===== src/rtl/shift_seq_ctrl_pkg.sv =====
// Shared definitions for the shift-register sequencer: FSM encoding, default
// handshake timing and the wait-counter sizing rule.
package shift_seq_ctrl_pkg;

    typedef enum logic [2:0] {
        ST_IDLE,
        ST_SETUP,
        ST_SAVE_REQ,
        ST_SHIFT_REQ,
        ST_DROP,
        ST_CAPTURE,
        ST_RESP
    } state_e;

    localparam int SETTLE_DEF  = 2;
    localparam int TIMEOUT_DEF = 15;

    // The wait counter only has to reach TIMEOUT-1 before the abort fires.
    function automatic int wait_cnt_w(input int timeout);
        return (timeout < 2) ? 1 : $clog2(timeout);
    endfunction

    localparam int WAIT_W_DEF = wait_cnt_w(TIMEOUT_DEF);

endpackage


===== src/rtl/shift_seq_ctrl_sync_2ff.sv =====
// Two-flop synchronizer for the self-timed register's finish levels.
module sync_2ff (
    input  logic clk,
    input  logic rst_n,
    input  logic d_i,
    output logic q_o
);

    logic meta_q;
    logic sync_q;

    always_ff @(posedge clk or negedge rst_n) begin
        if (!rst_n) begin
            meta_q <= 1'b0;
            sync_q <= 1'b0;
        end else begin
            meta_q <= d_i;
            sync_q <= meta_q;
        end
    end

    assign q_o = sync_q;

endmodule


===== src/rtl/shift_seq_ctrl.sv =====
// Sequencer driving an asynchronous left-shift register: one save, then N
// shift handshakes, then returns the register contents over valid/ready.
module shift_seq_ctrl
    import shift_seq_ctrl_pkg::*;
#(
    parameter int WIDTH   = 32,
    parameter int SHAMT_W = 5,
    parameter int SETTLE  = SETTLE_DEF,
    parameter int TIMEOUT = TIMEOUT_DEF
) (
    input  logic               clk,
    input  logic               rst_n,
    input  logic               cmd_valid,
    output logic               cmd_ready,
    input  logic [WIDTH-1:0]   cmd_data,
    input  logic [SHAMT_W-1:0] cmd_shamt,
    output logic [WIDTH-1:0]   reg_in,
    output logic               save_req,
    input  logic               save_fin,
    output logic               left_req,
    input  logic               left_fin,
    input  logic [WIDTH-1:0]   reg_out,
    output logic               rsp_valid,
    input  logic               rsp_ready,
    output logic [WIDTH-1:0]   rsp_data,
    output logic               rsp_err,
    output logic               busy
);

    localparam int                WAIT_W      = wait_cnt_w(TIMEOUT);
    localparam logic [WAIT_W-1:0] SETTLE_LAST = WAIT_W'(SETTLE - 1);
    localparam logic [WAIT_W-1:0] TIMEOUT_LAST = WAIT_W'(TIMEOUT - 1);

    state_e             state_q;
    logic [SHAMT_W-1:0] rem_q;
    logic [WAIT_W-1:0]  wcnt_q;
    logic [WIDTH-1:0]   reg_in_q;
    logic [WIDTH-1:0]   rsp_data_q;
    logic               save_req_q;
    logic               left_req_q;
    logic               cmd_ready_q;
    logic               rsp_valid_q;
    logic               rsp_err_q;
    logic               busy_q;

    logic save_fin_s;
    logic left_fin_s;
    logic fin_s;

    sync_2ff u_sync_save (
        .clk   (clk),
        .rst_n (rst_n),
        .d_i   (save_fin),
        .q_o   (save_fin_s)
    );

    sync_2ff u_sync_left (
        .clk   (clk),
        .rst_n (rst_n),
        .d_i   (left_fin),
        .q_o   (left_fin_s)
    );

    assign fin_s = (state_q == ST_SAVE_REQ) ? save_fin_s : left_fin_s;

    always_ff @(posedge clk or negedge rst_n) begin
        if (!rst_n) begin
            state_q     <= ST_IDLE;
            rem_q       <= '0;
            wcnt_q      <= '0;
            reg_in_q    <= '0;
            rsp_data_q  <= '0;
            save_req_q  <= 1'b0;
            left_req_q  <= 1'b0;
            cmd_ready_q <= 1'b0;
            rsp_valid_q <= 1'b0;
            rsp_err_q   <= 1'b0;
            busy_q      <= 1'b0;
        end else begin
            case (state_q)
                ST_IDLE: begin
                    if (cmd_valid && cmd_ready_q) begin
                        reg_in_q    <= cmd_data;
                        rem_q       <= cmd_shamt;
                        cmd_ready_q <= 1'b0;
                        busy_q      <= 1'b1;
                        state_q     <= ST_SETUP;
                    end else begin
                        cmd_ready_q <= 1'b1;
                    end
                end
                ST_SETUP: begin
                    save_req_q <= 1'b1;
                    wcnt_q     <= '0;
                    state_q    <= ST_SAVE_REQ;
                end
                // fin is trusted only once the synchronizer has had SETTLE cycles
                ST_SAVE_REQ, ST_SHIFT_REQ: begin
                    if (wcnt_q >= SETTLE_LAST && fin_s) begin
                        save_req_q <= 1'b0;
                        left_req_q <= 1'b0;
                        state_q    <= ST_DROP;
                    end else if (wcnt_q == TIMEOUT_LAST) begin
                        save_req_q  <= 1'b0;
                        left_req_q  <= 1'b0;
                        rsp_err_q   <= 1'b1;
                        rsp_data_q  <= '0;
                        rsp_valid_q <= 1'b1;
                        state_q     <= ST_RESP;
                    end else begin
                        wcnt_q <= wcnt_q + WAIT_W'(1);
                    end
                end
                ST_DROP: begin
                    if (rem_q != '0) begin
                        rem_q      <= rem_q - SHAMT_W'(1);
                        left_req_q <= 1'b1;
                        wcnt_q     <= '0;
                        state_q    <= ST_SHIFT_REQ;
                    end else begin
                        state_q <= ST_CAPTURE;
                    end
                end
                ST_CAPTURE: begin
                    rsp_data_q  <= reg_out;
                    rsp_err_q   <= 1'b0;
                    rsp_valid_q <= 1'b1;
                    state_q     <= ST_RESP;
                end
                ST_RESP: begin
                    if (rsp_ready) begin
                        rsp_valid_q <= 1'b0;
                        rsp_err_q   <= 1'b0;
                        busy_q      <= 1'b0;
                        cmd_ready_q <= 1'b1;
                        state_q     <= ST_IDLE;
                    end
                end
                default: begin
                    state_q <= ST_IDLE;
                end
            endcase
        end
    end

    assign cmd_ready = cmd_ready_q;
    assign reg_in    = reg_in_q;
    assign save_req  = save_req_q;
    assign left_req  = left_req_q;
    assign rsp_valid = rsp_valid_q;
    assign rsp_data  = rsp_data_q;
    assign rsp_err   = rsp_err_q;
    assign busy      = busy_q;

endmodule


===== config.mk =====
export PLATFORM = sky130hd
export DESIGN_NAME = shift_seq_ctrl
export DESIGN_NICKNAME = d
export VERILOG_FILES = /design/src/rtl/shift_seq_ctrl_pkg.sv /design/src/rtl/shift_seq_ctrl_sync_2ff.sv /design/src/rtl/shift_seq_ctrl.sv
export SDC_FILE = /design/constraint.sdc
export NUM_CORES = 1
export LEC_CHECK = 0
export BUFFER_PORTS_ARGS = -buffer_cell sky130_fd_sc_hd__buf_2
export CAP_MARGIN = 40
export CORE_ASPECT_RATIO = 1.2
export CORE_MARGIN = 5
export CORE_UTILIZATION = 52
export DETAILED_ROUTE_END_ITERATION = 10
export GPL_TIMING_DRIVEN = 1
export PLACE_DENSITY = 0.85
export SKIP_LAST_GASP = 1
export SLEW_MARGIN = 20
export SYNTH_ARGS = -nofsm -noshare
export SYNTH_HDL_FRONTEND = slang
export SYNTH_SLANG_ARGS = --single-unit

===== constraint.sdc =====
create_clock -name clk -period 3.1 [get_ports clk]
set_clock_uncertainty 0.05 [all_clocks]
set_input_delay 0.155 -clock clk [delete_from_list [all_inputs] [get_ports clk]]
set_output_delay 0.155 -clock clk [all_outputs]
set_load 0.05 [all_outputs]

# Word level (Yosys, flattened, before mapping)
# Cells that the tools add are included.
# word_totals
input_bits,75
register_bits,86
wordCells,86
out_inout_bits,70
# classes
n_mux,32
eq_ne,14
order_cmp,1
add_sub_neg,2
n_reduce_logical,22
# ops
op,n
$mux W32,2
$pmux W32 S2,1
$pmux W3 S6,1
$mux W3,5
$reduce_and A3 Y1,5
$mux W4,3
$ne A2 B2 Y1 const B,6
$pmux W4 S3,1
$mux W1,10
$mux W5,2
$pmux W5 S2,1
$reduce_bool A2 Y1,5
$eq A3 B3 Y1 const B,3
$pmux W1 S2,4
$reduce_and A4 Y1,2
$eq A3 B2 Y1 const B,2
$pmux W1 S3,2
$reduce_and A2 Y1,3
$reduce_bool A3 Y1,2
$reduce_bool A5 Y1,1
$sub A5 B1 Y5 const B,1
$add A4 B1 Y4 const B,1
$eq A4 B4 Y1 const B,1
$ge A4 B1 Y1 const B,1
5 further kinds,6

# Longest topological paths before layout
# Gate-level depths: netlist (run 1).
# depth
ltp_word,5
ltp_mapped,7
ltp_nobuf,6

# Hierarchy
# A second synthesis (run 1) with hierarchy kept.
# unflattened
cells_unflattened,270
hier_area_um2,3563.4
# by_module_without_submodules
mod,cells_per_inst,instances,area_per_inst_um2
shift_seq_ctrl,266,1,3463.3
sync_2ff,2,2,50.0

# Worst setup path after synthesis (run 1)
# No wires, ideal clock.
# synth_timing
kind,register to register
startpoint,register state_q[2]
endpoint,register wcnt_q[2]
synth_period_minus_slack_ns,1.947
setup_time_ns,0.126
t_arrival_ns,1.771
path_slack_ns,1.153
n_path_buf,2
path_stages_with_launch,7
cell_sequence,dfrtp_1 buf_2 or3b_1 a221o_1 and3_1 buf_6 a221o_1
# synth_between
elab_chain_cells,5
word_cells_on_any_way,13
cone_classes,eq/ne (7); mux (2); reduce/logical (4)
# synth_rtl
element,line,rtl
from (decl),shift_seq_ctrl.sv:34,state_e state_q;
from (signal assigned),shift_seq_ctrl.sv:68,state_q <= ST_IDLE;
from (signal assigned),shift_seq_ctrl.sv:87,state_q <= ST_SETUP;
from (signal assigned),shift_seq_ctrl.sv:95,state_q <= ST_SAVE_REQ;
$eq A3 B2 Y1,"shift_seq_ctrl.sv:64, shift_seq_ctrl.sv:80",
$mux W1,shift_seq_ctrl.sv:64,assign fin_s = (state_q == ST_SAVE_REQ) ? save_fin_s : left_fin_s;
$logic_and A1 B1 Y1,shift_seq_ctrl.sv:99,if (wcnt_q >= SETTLE_LAST && fin_s) begin
$ne A2 B2 Y1 (no source line),-,
$reduce_and A4 Y1 (no source line),-,
to (signal assigned),shift_seq_ctrl.sv:111,wcnt_q <= wcnt_q + WAIT_W'(1);
to (decl),shift_seq_ctrl.sv:36,logic [WAIT_W-1:0] wcnt_q;
# Several ways; a longest one is shown, not always the timed one.
# A chain may end at the register's enable or synchronous reset.

# Worst setup path after layout (run 1)
# layout_timing
startpoint,register state_q[1]
endpoint,register reg_in_q[24] (netlist: reg_in[24])
# layout_between
elab_chain_cells,2
# layout_rtl
element,line,rtl
$logic_not A3 Y1,shift_seq_ctrl.sv:80,case (state_q)
$reduce_and A2 Y1 (no source line),-,
to (signal assigned),shift_seq_ctrl.sv:83,reg_in_q <= cmd_data;
to (decl),shift_seq_ctrl.sv:37,logic [WIDTH-1:0] reg_in_q;
# Every way passes these cells.

==> results.md, run 1 <==
- Cells fill between 70% and 80% of the core in the end.
- Synthesis instantiated 42 different standard cells from the library.
- Of all nets on the critical path, the largest fanout is 25.
- After the first detailed-routing iteration, the DRC count stood at approximately 240.
- The cell leakage power is 2.571 nW.
- The total standard cell area after synthesis is 3600 um^2.
- The peak ir drop on the vdd network is approximately 0.89 mV.
- The count of flip-flops with a built-in enable after synthesis is 0.
- The number of design rule violations left after detail routing is 0.
- At the worst endpoint, the arrival time is 2.50 ns.
- The placed instances occupy a cell area of ~4400 um^2.
- For the pin with the worst max-slew slack, the measured transition is between 0.6 and 0.7 ns.
- After technology mapping, the gate count stands at between 300 and 400.
- The total detailed-routing wirelength is 11160 um.
- The die footprint is around 8700 um^2.
- The number of warnings printed during yosys synthesis is 0.
- The floorplan step defined a core boundary enclosing 6771 um^2.
- Based on the critical path, the design can be clocked at up to about 0.43 GHz.
- Setup repair after global routing left no endpoint under its margin.
- Measured against its own limit, the worst slew margin works out to a little over half.
- Synthesis inferred 86 register bits.
- Summed over all nets, the half-perimeter wirelength after detailed placement is slightly above 6000 um.
- For this run the aggregate overflow at the end of global routing stands at 0.
- The class of the most critical setup path is flip-flop to flip-flop.
- The post-route worst setup slack is around 0.79 ns.
- After synthesis, flip-flops and latches occupy about three fifths of the total area.
- The clock slew seen by the registers of the worst setup and hold paths is ~0.10 ns.
- The run finished with clean final reports.
- Using the TritonRoute via totals, the vias-per-cell ratio works out to approximately 5.3.
- TritonCTS built the clock tree.
- In the final design database the tool counted ~600 nets.
- STA classifies the critical path endpoint as a flip-flop.
- between 100 and 150 I/O pins were placed.
- OpenSTA, run right after detailed placement, puts the worst setup slack at 0.8302 ns.
- Once detail routing completed, the nets flagged for antenna violations numbered 0.
- The initial antenna violation count came to 0.
- The width of the die is 85.95 um.
- Leaving out fill and tap cells, the most frequent cell in the layout is buf_2.
- For this configuration, the core starts out at a cell density of a little over half.
- The tool flagged a number of max-cap violations equal to 0.
- The min-delay analysis places its worst path in the category input port to flip-flop.
- The post-route netlist has about two fifths of its cells at a drive strength greater than 1.
- The number of buffers inserted by port buffering is 144.
- The number of standard-cell rows in the floorplan is 33.
- Hold repair after CTS inserted 67 buffers.
- Counting flops with an async set or reset pin after synthesis yields a share of 100.0%.
- The setup-violating endpoint count in the final report is 0.
- The average wire per standard cell is 17.77 um.
- The routed via count is 3326.
- From synthesis to final layout, the design area changed by 46.51%.
- The global routing usage summed across all routing layers is a little over a quarter.
- Leaving out fill and tap cells, the most frequent cells in the layout are 143 x buf_2, 86 x dfrtp_1, 70 x nand2_1.
- The weighted congestion at the end of routability-driven global placement is between 0.8 and 0.9.
- The number of global-route vias before repair was about 3600.
- The average instance area after synthesis is about 11 um^2.
- The CTS buffer count is 9.
- The clock latency of the later-clocked register in the worst-skew pair is approximately 0.35 ns.
- The first global-routing pass estimated 18000 um of wire.
- The launching element type of the critical path is a flip-flop.
- The share of the clock period used by the worst path after layout is 74.43%.
- The final sum of negative setup slack is 0 ns.
- The root buffer cell chosen for the clock tree is clkbuf_8.
- The H-tree was split into 3 levels.
- The largest net degree at the start of global routing is 54.
- Counting every net in the synthesized netlist gives slightly above 400.
- Measured along the y axis, the die boundary spans between 100 and 150 um.
- The final count of hold timing violations is 0.
- The number of gates resized after CTS is 0.
- The most used flip-flop cell after synthesis is dfrtp_1.
- Summing all non-filler instances in the final layout gives an area of between 5000 and 6000 um^2.
- Counting every sink on the clock net gives between 80 and 90.
- The clock passes through at most 2 buffers.
- The final count of pins violating max slew was 0.
- The post-layout minimum cycle time is 2.307 ns.
- The critical path required time is 3.29 ns.
- Power spread over the standard cell area amounts to 1168 nW/um^2.
- Once the clock tree was built, the setup fixing pass inserted 0 buffers.
- The detailed-routing iteration count for the pre-antenna-repair pass is 4.
[state kept, by name (all words and copies together), names as in the netlist]
name and cells:
busy 1, cmd_ready 1, left_req 1, reg_in 32, rem_q 5, rsp_data 32, rsp_err 1, rsp_valid 1
save_req 1, state_q 3, u_sync_left.meta_q 1, u_sync_left.q_o 1, u_sync_save.meta_q 1, u_sync_save.q_o 1, wcnt_q 4
[where the power goes]
| part | internal, mW | switching [mW] |
|---|---|---|
| combinational | 0.942 | 2.45 |
| clock | 0.318 | 0.413 |
| sequential | 1.64 | 0.393 |
[logic make-up (layout without fill, tap and decap cells)]
family	after synthesis	after routing	synth area share (%)
DFF	86	86	59.78
muxes	34	34	10.64
adders and majority gates	5	5	1.738
and+or+nand+nor	108	108	13.63
xor gates and xnor gates	1	1	0.2434
buffers and inverters	27	241	3.163
AOI/OAI and AO/OA	65	65	10.81
other	0	1	0
[worst paths after layout]
check	depth (start not counted)	slack, ns	to	startpoint
max	4	0.79	reg_in[24]	state_q[1]
min in group asynchronous	2	0.33	reg_in[15]	rst_n
min	3	0.01	rsp_data[17]	reg_out[17]
max in group asynchronous	3	2.05	u_sync_save.q_o	rst_n
min reg2reg	0	0.30	u_sync_save.q_o	u_sync_save.meta_q
max reg2reg	4	0.79	reg_in[24]	state_q[1]
[area by class of cell]
type | instances | area (um^2)
Inverter | 8 | 30.03
Tap cell | 87 | 108.9
Antenna cell | 1 | 2.502
Multi-Input combinational cell | 213 | 1348
Timing Repair Buffer | 217 | 1451
Sequential cell | 86 | 2152
Fill cell | 429 | 1498
Clock buffer | 10 | 137.6
Clock inverter | 6 | 43.79
[worst max-delay path: stages (launching register included)]
cell	delay, ns
dfrtp_1	0.56
or3_1	0.50
nor2_4	0.30
buf_4	0.37
mux2_2	0.40
[layer usage]
metal,part of all wire [%],GRT usage [%]
met1,35,29.38
met2,57,49.85
met3,5.7,5.045
met4,3.0,13.76
met5,0,0
[Yosys cell counts, types with 2 or more instances]
cell type   n  share of area, %
nand2b_1    2              0.35
o211ai_1    3              0.63
ha_1        5               1.7
inv_1       8              0.83
nor4b_1     2              0.49
nor2_1      9              0.94
buf_2       4              0.56
a22o_1      4              0.97
dfrtp_1    86                60
nor2b_1     5              0.87
nor3_1      2              0.28
mux2_2     34                11
clkbuf_1   14               1.5
a221o_1     2              0.56
a21o_1      2              0.42
o21ai_0    35               4.9
a21oi_1     5              0.70
o22ai_1     2              0.35
nand3_1     6              0.83
o21ai_1     5              0.70
nand2_1    70               7.3
[metrics by stage]
stage | power (mW) | instances | hold slack [ns]
after global routing | 6.484 | 627 | 0.009210
after floorplan | 4.472 | 326 | -0.1906
after detailed placement | 5.286 | 544 | 0.1888
after CTS | 6.081 | 627 | 0.01483
final | 6.162 | 628 | 0.01423
after global placement | 5.167 | 543 | 0.2250
(Power assumes the default switching activity.)
==> run 2, diff against run 1 <==
--- a/config.mk
+++ b/config.mk
@@ -9,10 +9,10 @@
 export CAP_MARGIN = 40
 export CORE_ASPECT_RATIO = 1.2
 export CORE_MARGIN = 5
-export CORE_UTILIZATION = 52
+export CORE_UTILIZATION = 43
 export DETAILED_ROUTE_END_ITERATION = 10
 export GPL_TIMING_DRIVEN = 1
-export PLACE_DENSITY = 0.85
+export PLACE_DENSITY = 0.75
 export SKIP_LAST_GASP = 1
 export SLEW_MARGIN = 20
 export SYNTH_ARGS = -nofsm -noshare
==> constraint.sdc (replaced) <==
create_clock -name clk -period 2.1 [get_ports clk]
set_clock_uncertainty 0.05 [all_clocks]
set_input_delay 0.105 -clock clk [delete_from_list [all_inputs] [get_ports clk]]
set_output_delay 0.105 -clock clk [all_outputs]
set_load 0.05 [all_outputs]
==> results.md, run 2 (synthesis gave the netlist of run 1 again) <==
- The CTS buffer count is 9 (unchanged).
- The number of DRC markers in iteration 0 is 149 (-38%).
- The placed standard-cell area is 4502 um^2 (+1.9%).
- The final count of pins violating max slew is 0 (unchanged).
- The post-layout utilization of the core is 66.50% (-11 points).
- The number of routed nets with antenna violations came to 0 (unchanged).
- The ratio of routed vias to standard cells is 4.903 (-7.4%).
- The critical path required time is 2.34 ns (-0.95 ns).
- The critical path starts at wcnt_q[0].
- The clock latency of the later-clocked register in the worst-skew pair came to 0.35 ns (about the same).
- The number of design rule violations left after detail routing is 0 (unchanged).
- The H-tree level count is 3 (unchanged).
- The total number of nets in the final design came to 623 (+1.3%).
- The headroom to the max-slew limit is 59.18% (+4.9 points).
- The post-layout minimum cycle time is 1.978 ns (-0.3290 ns).
- The setup-violating endpoint count in the final report came to 0 (unchanged).
- The largest fanout on the critical path is 6 (-76%).
- The global routing usage summed across all routing layers is 20.29% (-6.8 points).
- The final-layout fill cell count is 603 (+41%).
- The max-cap check violation count came to 0 (unchanged).
- The number of top-level pins came to 145 (unchanged).
- The estimated wirelength of the detail-placed design is 6400 um (+3.4%).
- The launching element type of the critical path is a flip-flop.
- The peak ir drop on the vdd network is 0.9215 mV (+3.1%).
- The launch point of the worst reg-to-reg path is wcnt_q[0].
- The clock slew seen by the registers of the worst setup and hold paths is 0.07 ns (-0.03 ns).
- The cell leakage power is 2.620 nW (+1.9%).
- The share of cells above drive strength 1 is 38.39% (+0.24 points).
- The share of the clock period used by the worst path after layout is 94.20% (+20 points).
- The initial antenna violation count is 0 (unchanged).
- The number of standard-cell rows in the floorplan is 36 (+9.1%).
- The weighted congestion at the end of routability-driven global placement is 0.8300 (+2.8%).
- The detailed-routing iteration count for the pre-antenna-repair pass was 4 (unchanged).
- In the layout the commonest cells are 143 x buf_2, 85 x dfrtp_1, 70 x nand2_1.
- The post-route standard cell area excluding fillers was 5421 um^2 (+2.8%).
- The total detailed-routing wirelength is 10090 um (-9.6%).
- The average wire per standard cell came to 15.24 um (-14%).
- The worst setup path is captured at a flip-flop.
- The total power density per cell area is 1704 nW/um^2 (+46%).
- The clock tree buffer depth is 2 (unchanged).
- The largest net degree at the start of global routing is 45 (-17%).
- The worst hold path depth is 3 (unchanged).
- The global-route wire length before repair is 16210 um (-9.9%).
- The routed via count was 3246 (-2.4%).
- The number of global-route vias before repair is 3414 (-6.0%).
- The die footprint is 10310 um^2 (+19%).
- The worst setup path is of the flip-flop to flip-flop kind.
- The length in cells of the worst reg-to-reg path is 7 (+3).
- The post-route worst setup slack is 0.1217 ns (-0.6710 ns).
- The number of buffers inserted by port buffering is 144 (unchanged).
- The final count of hold timing violations came to 0 (unchanged).
- The width of the die was 93.53 um (+8.8%).
- The timing-limited maximum frequency is 0.5055 GHz (+17%).
- The starting density of the core came to 44.15% (-9.0 points).
- The worst register-to-register path ends at wcnt_q[0].
- The layout overhead on the synthesized area is 50.61%.
- The flow ran to the end, and the final reports show no timing, DRC or antenna violations.
- TritonCTS built the clock tree.
- The path class of the tightest hold or removal check is input port to flip-flop.
- The signal arrival time at the worst endpoint is 2.22 ns (-0.28 ns).
- The height of the chip was 110.2 um (+9.0%).
- Leaving out fill and tap cells, the most frequent cell in the layout is buf_2.
- The CTS sink count came to 86 (unchanged).
- The most critical setup path has its endpoint at wcnt_q[0].
- The worst-case register-to-register setup slack is 0.12 ns (-0.67 ns).
- The slew at the pin closest to its max-slew limit is 0.6123 ns (-0.07352 ns).
- The final sum of negative setup slack came to 0 ns (unchanged).
- The core area is 8153 um^2 (+20%).
- The cell at the root of the clock tree is clkbuf_8.
- The total grt overflow is 0 (unchanged).
- The post-placement setup slack is 0.1095 ns (-0.7207 ns).
run 2: cell count changes in the layout (fill, tap and decap cells not counted):
cell / before / now
dlygate4sd3_1: 67 / 69
dfrtp_1: 86 / 85
inv_6: 2 / 0
buf_12: 1 / 3
clkinv_4: 1 / 0
bufinv_16: 0 / 2
buf_4: 6 / 10
clkbuf_1: 0 / 2
dfrtp_2: 0 / 1
clkbuf_8: 10 / 9
clkinv_2: 2 / 1
run 2: per-stage QoR:
stage | hold slack [ns] | total power, mW | instances
6_report | 0.05220 | 9.240 | 662
3_3_place_gp | 0.07889 | 7.736 | 575
5_1_grt | 0.04598 | 9.744 | 661
3_5_place_dp | 0.09963 | 7.869 | 575
2_1_floorplan | -0.2406 | 6.602 | 326
4_1_cts | 0.02621 | 9.222 | 659
run 2: critical path, cell delays in order, from the launching register on:
cell and delay, ns:
dfrtp_1 0.44, inv_1 0.09, ha_1 0.20, nor4b_1 0.14, a221o_1 0.34, buf_4 0.16
a31oi_1 0.30, mux2_2 0.22
run 2: per-layer routing:
metal  GRT usage (%)  wire length [um]  part of all wire (%)  vias up
li1                -                 -                     -     1549
met1           23.07              3717                    37     1561
met2           36.08              5549                    55      110
met3           3.394               488                   4.8       26
met4           11.52               337                   3.3        0
met5               0                 0                     0        -
run 2: worst min-delay path by stage:
stage / startpoint / end / slack [ns]
2_1_floorplan: rst_n / busy / -0.24
3_3_place_gp: rst_n / reg_in[1] / 0.08
3_5_place_dp: rst_n / reg_in[7] / 0.1
4_1_cts: rsp_ready / busy / 0.03
5_1_grt: cmd_shamt[3] / rem_q[3] / 0.05
6_report: cmd_shamt[3] / rem_q[3] / 0.05
run 2: area by class of cell:
class	instances	area, um^2	area share (%)
well taps	114	142.6	2.631
clock inverters	4	72.57	1.339
clock buffers	11	131.4	2.423
multi-input cells	213	1348	24.86
repair buffers	225	1541	28.43
flip-flops and latches	86	2153	39.72
inverters	8	30.03	0.5539
diodes	1	2.502	0.04616
run 2: report_power, final:
group / internal (mW) / total (mW) / switching [mW]
clock network: 0.662 / 1.21 / 0.547
registers: 2.43 / 2.90 / 0.467
logic: 1.49 / 5.13 / 3.65
total: 4.58 / 9.24 / 4.66
run 2: repair_timing:
| item | in CTS | in global routing |
|---|---|---|
| endpoints found under the setup margin | 0 | 10 |
| resized for setup | 0 | 2 |
| setup buffers | 0 | 2 |
| hold buffers | 69 | 0 |
| hold endpoints to repair | 111 | 0 |
==> run 3, diff against run 2 <==
--- a/config.mk
+++ b/config.mk
@@ -5,14 +5,15 @@
 export SDC_FILE = /design/constraint.sdc
 export NUM_CORES = 1
 export LEC_CHECK = 0
+export ABC_AREA = 1
 export BUFFER_PORTS_ARGS = -buffer_cell sky130_fd_sc_hd__buf_2
 export CAP_MARGIN = 40
 export CORE_ASPECT_RATIO = 1.2
 export CORE_MARGIN = 5
-export CORE_UTILIZATION = 43
+export CORE_UTILIZATION = 44
 export DETAILED_ROUTE_END_ITERATION = 10
 export GPL_TIMING_DRIVEN = 1
-export PLACE_DENSITY = 0.75
+export PLACE_DENSITY = 0.77
 export SKIP_LAST_GASP = 1
 export SLEW_MARGIN = 20
 export SYNTH_ARGS = -nofsm -noshare
==> results.md, run 3 <==
- The starting density of the core is 44.77% (+0.62 points).
- The async set-reset flop share out of synthesis is 100.0% (unchanged).
- The height of the chip is 109.5 um (-0.67%).
- Walking the worst path, the cells encountered are inv_1 > ha_1 > nand3b_1 > nand4_2 > nand2_4 > nand2_1 > nand2_1.
- The number of design rule violations left after detail routing is 0 (unchanged).
- The signal arrival time at the worst endpoint is 1.94 ns (-0.28 ns).
- The average instance area after synthesis was 8.422 um^2 (-24%).
- The share of the clock period used by the worst path after layout is 81.28% (-13 points).
- The global routing usage summed across all routing layers is 21.08% (+0.79 points).
- The initial antenna violation count is 0 (unchanged).
- The ratio of routed vias to standard cells is 4.723 (-3.7%).
- STA classifies the critical path startpoint as a flip-flop.
- The number of standard-cell rows in the floorplan is 36 (unchanged).
- The switching power is 4.757 mW (+2.1%).
- The width of the die came to 92.91 um (-0.66%).
- The weighted congestion at the end of routability-driven global placement is 0.8347 (+0.57%).
- The total detailed-routing wirelength came to 10290 um (+2.0%).
- In the layout the commonest cells are 252 x nand2_1, 143 x buf_2, 86 x dfrtp_1.
- The multi-input combinational cell area is 1309 um^2 (-2.9%).
- The number of cells produced by synthesis was 431 (+32%).
- The routed via count is 3519 (+8.4%).
- The largest net degree at the start of global routing is 57 (+27%).
- The cell repeated most along the worst path is nand2_1.
- The most used standard cell by instance count after synthesis is nand2_1.
- The switching share of power is 52.84% (+2.4 points).
- The area occupied by registers is 2152 um^2 (about the same).
- The count of flip-flops with a built-in enable after synthesis is 0 (unchanged).
- The die footprint was 10170 um^2 (-1.3%).
- The total number of nets in the final design is 725 (+16%).
- The slew at the pin closest to its max-slew limit came to 0.7187 ns (+0.1064 ns).
- The final-layout fill cell count came to 614 (+1.8%).
- The number of library cell types mapped by synthesis is 24 (-43%).
- The clock tree buffer depth is 2 (unchanged).
- The number of routed nets with antenna violations is 0 (unchanged).
- The clock slew seen by the registers of the worst setup and hold paths came to 0.08 ns (about the same).
- The cts-stage hold buffer count is 69 (unchanged).
- The average wire per standard cell is 13.82 um (-9.4%).
- The final count of hold timing violations was 0 (unchanged).
- The number of buffers and inverters on the critical path is 1 (-1).
- The max-cap check violation count came to 0 (unchanged).
- The number of DRC markers in iteration 0 is 209 (+40%).
- The final sum of negative setup slack is 0 ns (unchanged).
- The number of global-route vias before repair is 3626 (+6.2%).
- The core area came to 8108 um^2 (-0.55%).
- The worst hold path belongs to the class input port to flip-flop.
- The sequential element share of the synthesized area is 59.29% (-0.49 points).
- The total standard cell area after synthesis came to 3630 um^2 (+0.83%).
- The critical path's largest stage delay is 0.42 ns (-0.02 ns).
- The total nets after synthesis is 511 (+26%).
- The final count of pins violating max slew was 0 (unchanged).
- The clock latency of the later-clocked register in the worst-skew pair is 0.35 ns (about the same).
- The number of warnings printed during yosys synthesis is 0 (unchanged).
- CTS placed an instance of clkbuf_8 at the clock tree root.
- Setup repair after global routing left no endpoint under its margin.
- The class of the most critical setup path is flip-flop to flip-flop.
- The post-CTS setup buffer count is 0 (unchanged).
- The largest fanout on the critical path is 33 (+27).
- The dominant cell type by area after synthesis is dfrtp_1.
- The kind of end point of the critical path is a flip-flop.
- The logic gate share of total power is 54.3% (-1.3 points).
- The share of cells above drive strength 1 is 26.50% (-12 points).
- The layout overhead on the synthesized area is 46.98%.
- Counting instances in the post-synthesis netlist gives the leading cell types as 252 x nand2_1, 86 x dfrtp_1, 18 x nor2_1, 17 x inv_1.
- The timing-limited maximum frequency was 0.5858 GHz (+16%).
- The CTS sink count is 86 (unchanged).
- The library cell used most frequently in the layout, excluding fill and tap cells, is nand2_1.
- The H-tree level count is 3 (unchanged).
- The critical path required time is 2.34 ns (about the same).
- The total grt overflow was 0 (unchanged).
- The cell internal power dissipation came to 4.246 mW (-7.3%).
- The cell leakage power came to 3.119 nW (+19%).
- The setup-violating endpoint count in the final report is 0 (unchanged).
- The detailed-routing iteration count for the pre-antenna-repair pass came to 4 (unchanged).
- The headroom to the max-slew limit is 52.08% (-7.1 points).
- The peak ir drop on the vdd network is 0.9790 mV (+6.2%).
- The flow ran to the end, and the final reports show no timing, DRC or antenna violations.
- The proportion of power drawn by the clock network is 14.3% (+1.2 points).
- TritonCTS built the clock tree.
- By area the synthesized netlist is led by dfrtp_1 59%, nand2_1 26%, nor2_1 1.9%, inv_1 1.8%, ha_1 1.7%.
- The share of the synthesized area in the top cell type is 59.29% (-0.49 points).
- Among all flip-flop cells after synthesis, the most frequent one is dfrtp_1.
- The estimated wirelength of the detail-placed design is 6321 um (-1.2%).
- The part of the total power dissipated in sequential elements is 31.4% (about the same).
- The global-route wire length before repair is 16770 um (+3.5%).
- The post-layout minimum cycle time is 1.707 ns (-0.2713 ns).
- The number of top-level pins was 145 (unchanged).
- The kind of cell with the highest combined delay along the critical path is simple AND/OR/NAND/NOR gates.
- The number of gates resized after CTS came to 0 (unchanged).
- The CTS buffer count is 9 (unchanged).
- The total power density per cell area was 1688 nW/um^2 (-0.98%).
- The final-layout worst hold slack was 0.01494 ns (-0.03725 ns).
- The number of synthesized register bits is 86 (unchanged).
- The number of buffers inserted by port buffering is 144 (unchanged).
- The slowest cell on the critical path is dfrtp_1.
==> run 3: cell types whose count changed in the layout (fill, tap and decap cells not counted), sizes merged, moves of 4 or more <==
cell / delta
o21ai: -30
nor2b: -5
nand2: +184
inv: +13
mux2: -34
nor2: +9
a22o: -4
buf: -9
==> run 3: cell type report <==
type | instances | area share (%)
Multi-Input combinational cell | 310 | 24.53
Clock inverter | 4 | 1.313
Clock buffer | 11 | 2.838
Tap cell | 95 | 2.228
Sequential cell | 86 | 40.34
Inverter | 22 | 1.548
Antenna cell | 1 | 0.04690
Timing Repair Buffer | 216 | 27.16
==> run 3: final timing paths <==
| path | from | to | slack [ns] | cells past startpoint |
|---|---|---|---|---|
| max | wcnt_q[0] | rsp_data[6] | 0.39 | 7 |
| min | cmd_shamt[3] | rem_q[3] | 0.01 | 4 |
| max reg2reg | wcnt_q[0] | rsp_data[6] | 0.39 | 7 |
| min reg2reg | u_sync_left.meta_q | u_sync_left.q_o | 0.30 | 0 |
| max in group asynchronous | rst_n | rsp_data[21] | 1.08 | 3 |
| min in group asynchronous | rst_n | reg_in[19] | 0.30 | 2 |
==> run 3: kinds of logic after synthesis <==
kind of cell | synth area share [%]
adder cells (fa/ha/maj) | 1.724
flip-flops | 59.29
XOR/XNOR | 0.7240
AO/OA/AOI/OAI | 1.862
buffers and inverters | 4.653
AND/OR/NAND/NOR | 31.75
==> run 3: worst min-delay path: stages <==
cell	delay (ns)
buf_2	0.07
or2_2	0.09
nand3_1	0.07
nand2_1	0.05
==> run 3: through the flow <==
step | worst slack [ns] | instances | cell area (um^2) | utilization, % | power (mW)
2_1_floorplan | 0.4506 | 431 | 3630 | - | 6.504
3_3_place_gp | 0.5007 | 660 | 4420 | 54.52 | 7.506
3_5_place_dp | 0.4380 | 660 | 4420 | 54.52 | 7.599
4_1_cts | 0.4303 | 744 | 5333 | 65.77 | 8.999
5_1_grt | 0.2133 | 744 | 5333 | 65.77 | 9.557
6_report | 0.3930 | 745 | 5335 | 65.80 | 9.003
==> run 3: power groups by stage <==
stage | clock network, mW | logic, mW | registers (mW)
2_1_floorplan | 0 | 1.54 | 4.97
3_3_place_gp | 0 | 4.68 | 2.82
3_5_place_dp | 0 | 4.77 | 2.83
4_1_cts | 1.31 | 4.87 | 2.82
5_1_grt | 1.37 | 5.27 | 2.91
6_report | 1.29 | 4.89 | 2.83
==> run 3: metal layers <==
layer	GRT usage (%)	part of all wire (%)	wire length, um
met2	38.24	55	5628
met3	3.354	3.3	335
met1	22.78	37	3856
met4	13.51	4.6	473
met5	0	0	0
